$ cat src/rtl/reg_file_pkg.sv
// Shared definitions for the reg_file register bank: write-op encoding and default geometry.
package reg_file_pkg;
  localparam int DEF_WIDTH = 4;
  localparam int DEF_DEPTH = 4;

  typedef enum logic [1:0] {
    OP_LOAD = 2'd0,
    OP_INC  = 2'd1,
    OP_DEC  = 2'd2,
    OP_SHL  = 2'd3
  } wop_e;
endpackage

$ cat src/rtl/reg_file_if.sv
// Write port plus two read ports of the register bank; master drives, slave is the bank.
interface reg_file_if #(
  parameter int WIDTH = 4,
  parameter int DEPTH = 4
);
  localparam int AW = $clog2(DEPTH);

  logic             we;
  logic [1:0]       wop;
  logic [AW-1:0]    waddr;
  logic [WIDTH-1:0] wdata;
  logic [AW-1:0]    raddr_a;
  logic [WIDTH-1:0] rdata_a;
  logic [WIDTH-1:0] rdata_a_n;
  logic [AW-1:0]    raddr_b;
  logic [WIDTH-1:0] rdata_b;
  logic [WIDTH-1:0] rdata_b_n;
  logic             carry;

  modport master (
    output we, wop, waddr, wdata, raddr_a, raddr_b,
    input  rdata_a, rdata_a_n, rdata_b, rdata_b_n, carry
  );

  modport slave (
    input  we, wop, waddr, wdata, raddr_a, raddr_b,
    output rdata_a, rdata_a_n, rdata_b, rdata_b_n, carry
  );
endinterface

$ cat src/rtl/reg_file_next.sv
// Combinational update of one register for LOAD/INC/DEC/SHL, shared by the write and bypass paths.
module reg_file_next
  import reg_file_pkg::*;
#(
  parameter int WIDTH = DEF_WIDTH
) (
  input  logic [WIDTH-1:0] cur,
  input  wop_e             wop,
  input  logic [WIDTH-1:0] wdata,
  output logic [WIDTH-1:0] nxt,
  output logic             nxt_carry,
  output logic             carry_upd
);
  always_comb begin
    nxt       = cur;
    nxt_carry = 1'b0;
    carry_upd = 1'b0;
    case (wop)
      OP_LOAD: nxt = wdata;
      OP_INC: begin
        {nxt_carry, nxt} = {1'b0, cur} + {{WIDTH{1'b0}}, 1'b1};
        carry_upd        = 1'b1;
      end
      OP_DEC: begin
        nxt       = cur - {{(WIDTH-1){1'b0}}, 1'b1};
        nxt_carry = (cur == '0);
        carry_upd = 1'b1;
      end
      OP_SHL: begin
        nxt       = {cur[WIDTH-2:0], wdata[0]};
        nxt_carry = cur[WIDTH-1];
        carry_upd = 1'b1;
      end
      default: nxt = cur;
    endcase
  end
endmodule

$ cat src/rtl/reg_file.sv
// DEPTH x WIDTH register bank, one modifying write port, two combinational true/complement read ports.
// Optional write-to-read bypass is enabled by defining REG_FILE_BYPASS_EN.
module reg_file
  import reg_file_pkg::*;
#(
  parameter  int WIDTH = DEF_WIDTH,
  parameter  int DEPTH = DEF_DEPTH,
  localparam int AW    = $clog2(DEPTH)
) (
  input logic      clk,
  input logic      rst_n,
  reg_file_if.slave bus
);
  logic [DEPTH-1:0][WIDTH-1:0] regs_q, regs_d;
  logic                        carry_q, carry_d;
  logic [WIDTH-1:0]            wcur, wnxt;
  logic                        wnxt_c, wc_upd, whit, wr_en;
  logic [WIDTH-1:0]            rd_a, rd_b;

  // Address decode by loop: an address with no matching register (>= DEPTH) simply never hits.
  function automatic logic [WIDTH-1:0] rd_sel(input logic [AW-1:0] a,
                                              input logic [DEPTH-1:0][WIDTH-1:0] r);
    logic [WIDTH-1:0] v;
    v = '0;
    for (int i = 0; i < DEPTH; i++)
      if (a == AW'(i)) v = r[i];
    return v;
  endfunction

  always_comb begin
    wcur = '0;
    whit = 1'b0;
    for (int i = 0; i < DEPTH; i++) begin
      if (bus.waddr == AW'(i)) begin
        wcur = regs_q[i];
        whit = 1'b1;
      end
    end
  end

  assign wr_en = bus.we & whit;

  reg_file_next #(.WIDTH(WIDTH)) u_next (
    .cur       (wcur),
    .wop       (wop_e'(bus.wop)),
    .wdata     (bus.wdata),
    .nxt       (wnxt),
    .nxt_carry (wnxt_c),
    .carry_upd (wc_upd)
  );

  always_comb begin
    regs_d  = regs_q;
    carry_d = carry_q;
    if (wr_en) begin
      for (int i = 0; i < DEPTH; i++)
        if (bus.waddr == AW'(i)) regs_d[i] = wnxt;
      if (wc_upd) carry_d = wnxt_c;
    end
  end

  always_ff @(posedge clk) begin
    if (!rst_n) begin
      regs_q  <= '0;
      carry_q <= 1'b0;
    end else begin
      regs_q  <= regs_d;
      carry_q <= carry_d;
    end
  end

`ifdef REG_FILE_BYPASS_EN
  // Forward the in-flight write result; carry stays registered-only.
  assign rd_a = (wr_en && bus.raddr_a == bus.waddr) ? wnxt : rd_sel(bus.raddr_a, regs_q);
  assign rd_b = (wr_en && bus.raddr_b == bus.waddr) ? wnxt : rd_sel(bus.raddr_b, regs_q);
`else
  assign rd_a = rd_sel(bus.raddr_a, regs_q);
  assign rd_b = rd_sel(bus.raddr_b, regs_q);
`endif

  assign bus.rdata_a   = rd_a;
  assign bus.rdata_a_n = ~rd_a;
  assign bus.rdata_b   = rd_b;
  assign bus.rdata_b_n = ~rd_b;
  assign bus.carry     = carry_q;
endmodule
$ cat src/flat_wrapper.sv
// flat-port wrapper written by rule: the top's interface ports become plain ports
module reg_file_flat import reg_file_pkg::*;
#(
  parameter  int WIDTH = DEF_WIDTH,
  parameter  int DEPTH = DEF_DEPTH,
  localparam int AW    = $clog2(DEPTH)
)
  (clk, rst_n, bus_we, bus_wop, bus_waddr, bus_wdata, bus_raddr_a, bus_raddr_b, bus_rdata_a, bus_rdata_a_n, bus_rdata_b, bus_rdata_b_n, bus_carry);
  reg_file_if #(.WIDTH(WIDTH), .DEPTH(DEPTH)) bus_i ();
  input logic clk;
  input logic rst_n;
  input wire logic [$bits(bus_i.we)-1:0] bus_we;
  input wire logic [$bits(bus_i.wop)-1:0] bus_wop;
  input wire logic [$bits(bus_i.waddr)-1:0] bus_waddr;
  input wire logic [$bits(bus_i.wdata)-1:0] bus_wdata;
  input wire logic [$bits(bus_i.raddr_a)-1:0] bus_raddr_a;
  input wire logic [$bits(bus_i.raddr_b)-1:0] bus_raddr_b;
  output wire logic [$bits(bus_i.rdata_a)-1:0] bus_rdata_a;
  output wire logic [$bits(bus_i.rdata_a_n)-1:0] bus_rdata_a_n;
  output wire logic [$bits(bus_i.rdata_b)-1:0] bus_rdata_b;
  output wire logic [$bits(bus_i.rdata_b_n)-1:0] bus_rdata_b_n;
  output wire logic [$bits(bus_i.carry)-1:0] bus_carry;
  assign bus_i.we = bus_we;
  assign bus_i.wop = bus_wop;
  assign bus_i.waddr = bus_waddr;
  assign bus_i.wdata = bus_wdata;
  assign bus_i.raddr_a = bus_raddr_a;
  assign bus_i.raddr_b = bus_raddr_b;
  assign bus_rdata_a = bus_i.rdata_a;
  assign bus_rdata_a_n = bus_i.rdata_a_n;
  assign bus_rdata_b = bus_i.rdata_b;
  assign bus_rdata_b_n = bus_i.rdata_b_n;
  assign bus_carry = bus_i.carry;
  reg_file #(.WIDTH(WIDTH), .DEPTH(DEPTH)) u_core (.clk(clk), .rst_n(rst_n), .bus(bus_i));
endmodule
$ cat config.mk
export PLATFORM = sky130hd
export DESIGN_NAME = reg_file_flat
export DESIGN_NICKNAME = d
export VERILOG_FILES = /design/src/rtl/reg_file_pkg.sv /design/src/rtl/reg_file_if.sv /design/src/rtl/reg_file_next.sv /design/src/rtl/reg_file.sv /design/src/flat_wrapper.sv
export SDC_FILE = /design/constraint.sdc
export NUM_CORES = 1
export LEC_CHECK = 0
export ABC_CLOCK_PERIOD_IN_PS = 5100
export BUFFER_PORTS_ARGS = -buffer_cell sky130_fd_sc_hd__buf_2
export CAP_MARGIN = 25
export CORE_MARGIN = 2
export CORE_UTILIZATION = 45
export CTS_CLUSTER_DIAMETER = 40
export DETAILED_ROUTE_END_ITERATION = 8
export PLACE_DENSITY_LB_ADDON = 0.1
export SLEW_MARGIN = 25
export SYNTH_ARGS = -nofsm -noshare
export SYNTH_HDL_FRONTEND = slang
export SYNTH_SLANG_ARGS = --single-unit
$ cat constraint.sdc
create_clock -name clk -period 5.1 [get_ports clk]
set_input_delay 0 -clock clk [delete_from_list [all_inputs] [get_ports clk]]
set_output_delay 0 -clock clk [all_outputs]
set_load 0.02 [all_outputs]
==> results by group, run 1 <==
Global routing
  • Met3 Track Usage GR: 0.0279
  • Vias in the first global route: 987
  • Total GRT Usage: 0.200
  • First-pass GRT wire length: 4850 microns
  • Busiest layer in global routing: met2
  • Total grt overflow: 0
  • Grt met1 use: 0.261
  • Antenna violations before repair: 0
  • Largest net degree at the start of global routing: 21
  • GR Util met2: 0.323

Route
  • Routed Antenna Nets: 0
  • DRC Markers: 0
  • Via count: 1,090
  • Drt wl/cell: 16.2 microns
  • Drt total wl: 2960 microns
  • Via/cell ratio: 5.96
  • Drt first pass iters: 6
  • Initial DRC Count: 37

Die
  • FP Rows: 18
  • Chip height: 55.8 microns
  • Die X: 55.8 microns
  • Num ports: 32
  • Starting Density: 0.479
  • Core area: 2520 sq um
  • Die footprint: 3120 sq um

Worst setup path
  • Setup Crit Path Kind: register to register
  • Worst setup SP type: register
  • CP arrival: 2410 ps
  • Worst Setup End Kind: register
  • Worst EP required: 5290 ps
  • CP Max Fanout: 4

Cells and area
  • Synth-to-layout area growth: 15.2%
  • Proportion of layout cells with a drive suffix above 1: 0.327
  • Nets@finish: 171
  • N_diodes: 0
  • Finished Core Util: 0.552
  • Design area: 1390 sq um
  • Fin cells: 183
  • Fillers: 238

Synthesis
  • Top_reg_cell synth: dfxtp_1
  • Post-Synthesis Cells: 125
  • Post-synthesis average cell area: 9.67 sq um
  • Distinct cell type count after synthesis: 30
  • Yosys warning total: 0
  • Syn_nets: 142
  • FFs w/ async S/R, synth: 0
  • Post-synth EDFFs: 0
  • Top post-synthesis cells by area: dfxtp_1 (28%), mux4_2 (22%), mux2i_1 (6.6%), o21ai_0 (4.6%), nand3_1 (3.7%)
  • Top cell type's share of synthesized area: 0.282
  • #FFs+latches synth: 17
  • Sequential area share after synthesis: 0.282
  • Mapped cell area: 1210 sq um
  • Cell taking the most area after synthesis: dfxtp_1

STA
  • Final setup viols: 0
  • RSZ-0062 raised after global routing: false
  • Rel. slew slack: 0.634
  • Hold WS: 110 ps
  • Final slew viol count: 0
  • Final Hold Viols: 0
  • Least-Margin Pin Slew: 545 ps
  • F_max: 452 MHz
  • Layout Skew: 1.79 ps
  • Crit share post-route: 0.434
  • Fin worst setup slack: 2890 ps
  • Tmin final: 2210 ps
  • Final TNS setup: 0 ps

Power
  • Worst VDD drop: 0.162 mV
  • Power density over the cells: 211 nW/um^2
  • Total power: 0.294 mW
  • Lkg Pwr: 0.553 nW

Clock network
  • Post-CTS Setup Inserts: 0
  • Clk_lat worst skew: 290 ps
  • CTS Buffer Depth: 2
  • Clock transition at the registers of the reported paths: 100 ps
  • Hold buffer count at cts: 0
  • Cts repair resizes: 0
  • CTS buffer count: 3
  • Sink Count: 17
  • CTS tree: built
  • H-tree Lvls: 1
  • Clock root cell: clkbuf_4

Placement
  • # placed instances: 179
  • DP Worst Slack: 2920 ps
  • I/O Buffers: 31
  • HPWL after DPL: 2290 microns
  • Placed inst area: 1370 sq um
  • Routability cong.: 0.967

Flow run
  • Maxcap violations: 0

Run status
  • Status: complete, no violations

Hold path
  • Worst Hold Class: input pin to register
==> layer usage <==
layer | share of wire | vias up
li1 | - | 516
met1 | 0.42 | 517
met2 | 0.47 | 49
met3 | 0.076 | 8
met4 | 0.029 | 0
met5 | 0 | -
==> cell type report <==
type,instances,area (sq um),area share
inverter,11,41.3,0.0296
timing repair buffer,31,155,0.111
tap,30,37.5,0.0270
multi-input combinational,90,792,0.569
sequential,17,340,0.244
clock buffer,4,26.3,0.0189
==> critical path, stage by stage (launching register included) <==
cell	delay, ps
dfxtp_1	350
mux4_2	530
inv_1	130
ha_1	250
mux2_2	260
mux2i_1	300
o21ai_0	120
and2_1	170
==> cell usage in the layout, fill, tap and decap left out, drive strengths merged, types with 2 or more instances in the layout <==
master  instances
o21ai          11
clkbuf          4
xnor2           3
o31ai           5
nand3           9
inv            11
mux4           12
nand2           9
mux2i           8
nor2b           4
and2            4
a21oi           4
nor2            2
nand2b          4
dfxtp          17
nand3b          2
ha              2
buf            31
==> state kept, by name, summed over array words and instances, names as in the netlist <==
signal and count:
u_core.bus.carry 1, u_core.regs_q 16
==> cells by family (layout without fill, tap and decap cells) <==
family / Yosys count / after routing / share of synthesized area
muxes: 21 / 21 / 0.299
xor gates and xnor gates: 4 / 4 / 0.0290
AOI/OAI and AO/OA: 25 / 25 / 0.133
DFF: 17 / 17 / 0.282
and+or+nand+nor: 38 / 38 / 0.174
buffers and inverters: 18 / 46 / 0.0631
adders and majority gates: 2 / 2 / 0.0207
==> synthesized netlist by cell type, drive strengths merged (2+ instances only) <==
cell	instances
a21oi	4
buf	2
and2	4
nand3	9
o31ai	5
nand3b	2
mux2i	8
o21ai	11
xnor2	3
nand2b	4
nor2b	4
ha	2
inv	11
clkbuf	5
dfxtp	17
nand2	9
mux4	12
nor2	2
==> power breakdown <==
part | internal (mW) | total, mW | switching (mW)
Clock | 0.0304 | 0.0733 | 0.0429
Combinational | 0.0329 | 0.0771 | 0.0442
Sequential | 0.138 | 0.143 | 0.00509
Total | 0.202 | 0.294 | 0.0922
==> worst paths after layout <==
| path | startpoint | end | slack [ps] | depth (start not counted) |
|---|---|---|---|---|
| worst max-delay path | u_core.regs_q[13]$_SDFFE_PN0P_ | u_core.regs_q[13]$_SDFFE_PN0P_ | 2890 | 7 |
| worst min-delay path | rst_n | u_core.bus.carry$_SDFFE_PN0P_ | 110 | 2 |
| worst max register to register | u_core.regs_q[13]$_SDFFE_PN0P_ | u_core.regs_q[13]$_SDFFE_PN0P_ | 2890 | 7 |
| worst min register to register | u_core.regs_q[15]$_SDFFE_PN0P_ | u_core.regs_q[15]$_SDFFE_PN0P_ | 510 | 2 |
Note: power is estimated with default switching activity, not from simulation.
==> run 2, diff against run 1 <==
--- a/config.mk
+++ b/config.mk
@@ -5,7 +5,8 @@
 export SDC_FILE = /design/constraint.sdc
 export NUM_CORES = 1
 export LEC_CHECK = 0
-export ABC_CLOCK_PERIOD_IN_PS = 5100
+export ABC_AREA = 1
+export ABC_CLOCK_PERIOD_IN_PS = 2100
 export BUFFER_PORTS_ARGS = -buffer_cell sky130_fd_sc_hd__buf_2
 export CAP_MARGIN = 25
 export CORE_MARGIN = 2
==> constraint.sdc (replaced) <==
create_clock -name clk -period 2.1 [get_ports clk]
set_input_delay 0 -clock clk [delete_from_list [all_inputs] [get_ports clk]]
set_output_delay 0 -clock clk [all_outputs]
set_load 0.02 [all_outputs]
==> run 2 against run 1 <==
Against the previous run:
- sequential share of layout area shrank 2.8 points
- critical path depth grew 4
- hold slack lost 94 ps
- largest power group unchanged
- critical path type unchanged
==> results by group, run 2 <==
Run status
  • Status: complete, no violations

Power
  • Worst VDD drop: 0.445 mV
  • Lkg Pwr: 0.808 nW
  • Power density over the cells: 492 nW/um^2

Clock network
  • CTS buffer count: 3
  • Clock root cell: clkbuf_4
  • Sink Count: 17
  • Clk_lat worst skew: 290 ps
  • Post-CTS Setup Inserts: 0
  • CTS tree: built
  • Clock transition at the registers of the reported paths: 100 ps
  • CTS Buffer Depth: 2
  • Hold buffer count at cts: 0
  • Cts repair resizes: 0
  • H-tree Lvls: 1

Cells and area
  • Largest reg by FF count: u_core.regs_q
  • Fin cells: 286
  • Fillers: 324
  • Proportion of layout cells with a drive suffix above 1: 0.237
  • Nets@finish: 271
  • Commonest non-fill, non-tap cell in the layout: nand2_1
  • Area of the multi-input gates: 855 sq um
  • Synth-to-layout area growth: 15.0%
  • Finished Core Util: 0.528
  • FF+latch area: 340 sq um
  • Max FFs per register: 16
  • Most frequent cells in the layout: nand2_1 (39), inv_1 (37), buf_2 (31)
  • N_diodes: 0

Synthesis
  • Post-Synthesis Cells: 220
  • Leading cell types by count after synthesis: nand2_1 (39), inv_1 (37), nand3_1 (24), nor2_1 (24), o21ai_0 (18)
  • Cell taking the most area after synthesis: dfxtp_1
  • #FFs+latches synth: 17
  • Sequential area share after synthesis: 0.249
  • Top cell type's share of synthesized area: 0.249
  • Top-count cell post-synth: nand2_1
  • Post-synth EDFFs: 0
  • FFs w/ async S/R, synth: 0
  • Post-synthesis average cell area: 6.22 sq um
  • Mapped cell area: 1370 sq um
  • Top post-synthesis cells by area: dfxtp_1 (25%), nand2_1 (11%), inv_1 (10%), nand3_1 (8.8%), o21ai_0 (6.6%)
  • Syn_nets: 237
  • Yosys warning total: 0
  • Top_reg_cell synth: dfxtp_1
  • Distinct cell type count after synthesis: 27

Route
  • DRC Markers: 0
  • Via/cell ratio: 5.20
  • Drt total wl: 3700 microns
  • Drt wl/cell: 12.9 microns
  • Via count: 1,488
  • Initial DRC Count: 60
  • Routed Antenna Nets: 0
  • Drt first pass iters: 4

Global routing
  • Total grt overflow: 0
  • Total GRT Usage: 0.234
  • First-pass GRT wire length: 6080 microns
  • Antenna violations before repair: 0
  • Vias in the first global route: 1,337
  • Largest net degree at the start of global routing: 17

Worst setup path
  • CP Max Fanout: 3
  • Worst setup SP type: register
  • Worst Setup End Kind: register
  • Setup Crit Path Kind: register to register
  • Worst EP required: 2300 ps
  • CP arrival: 1900 ps

Placement
  • HPWL after DPL: 3020 microns
  • DP Worst Slack: 378 ps
  • I/O Buffers: 31
  • Routability cong.: 0.899
  • # placed instances: 282

Die
  • Chip height: 59.1 microns
  • Starting Density: 0.459
  • Die X: 59.1 microns
  • Core area: 2980 sq um
  • FP Rows: 20
  • Num ports: 32
  • Die footprint: 3500 sq um

Flow run
  • Maxcap violations: 0

STA
  • Fin worst setup slack: 399 ps
  • Least-Margin Pin Slew: 615 ps
  • F_max: 588 MHz
  • Hold WS: 16.0 ps
  • Final setup viols: 0
  • RSZ-0062 raised after global routing: false
  • Crit share post-route: 0.810
  • Tmin final: 1700 ps
  • Final Hold Viols: 0
  • Final TNS setup: 0 ps
  • Layout Skew: 5.73 ps
  • Rel. slew slack: 0.586
  • Final slew viol count: 0

Hold path
  • Worst Hold Class: input pin to register
==> run 2: changes by cell type after synthesis, moves of 5 or more <==
cell | previous run | this run
o21bai_1 | 0 | 5
nand3_1 | 9 | 24
o21ai_0 | 11 | 18
nand2_1 | 9 | 39
mux4_2 | 12 | 0
inv_1 | 11 | 37
nand3_2 | 0 | 6
a21oi_1 | 4 | 11
nor2_1 | 2 | 24
mux2i_1 | 8 | 0
==> run 2: final timing paths <==
path	start	endpoint	slack (ps)	cells after the start
worst max-delay path	u_core.regs_q[8]$_SDFFE_PN0P_	u_core.regs_q[13]$_SDFFE_PN0P_	400	11
worst min-delay path	bus_we	u_core.bus.carry$_SDFFE_PN0P_	20	3
worst max register to register	u_core.regs_q[8]$_SDFFE_PN0P_	u_core.regs_q[13]$_SDFFE_PN0P_	400	11
worst min register to register	u_core.bus.carry$_SDFFE_PN0P_	u_core.bus.carry$_SDFFE_PN0P_	490	2
==> run 2: power by group <==
part	internal [mW]	switching [mW]
clock	0.0709	0.101
sequential	0.339	0.0180
combinational	0.0802	0.164
==> run 2: cells by family after synthesis <==
family / after synthesis / synth area share
AOI/OAI and AO/OA: 48 / 0.211
DFF: 17 / 0.249
and+or+nand+nor: 111 / 0.395
buffers and inverters: 42 / 0.126
adders and majority gates: 2 / 0.0183
==> run 2: area by class of cell <==
class | instances | area share
Multi-Input combinational cell | 161 | 0.543
Sequential cell | 17 | 0.216
Timing Repair Buffer | 32 | 0.103
Inverter | 39 | 0.0931
Tap cell | 33 | 0.0263
Clock buffer | 3 | 0.0143
Clock inverter | 1 | 0.00318
==> run 2: critical path: stages (launching register included) <==
cell     delay [ps]
dfxtp_1         410
nand3_2         120
nand3_2          90
nand2_2          80
ha_1            300
o22ai_1          80
a21oi_1         160
nand2_1         120
nand2_1          70
o21ai_1          60
nand2_1          70
inv_1            30
==> run 2: through the flow <==
stage	power [mW]	area [sq um]
finish	0.774	1570
global route	0.826	1570
CTS	0.776	1570
detailed placement	0.609	1550
global placement	0.609	1550
floorplan	0.529	1370
==> run 2: routing by layer <==
layer / global-route usage / routed length, microns / up-vias
met2: 0.394 / 1660 / 57
met3: 0.0459 / 247 / 8
li1: - / - / 792
met5: 0 / 0 / -
met1: 0.296 / 1670 / 631
met4: 0.0812 / 110 / 0
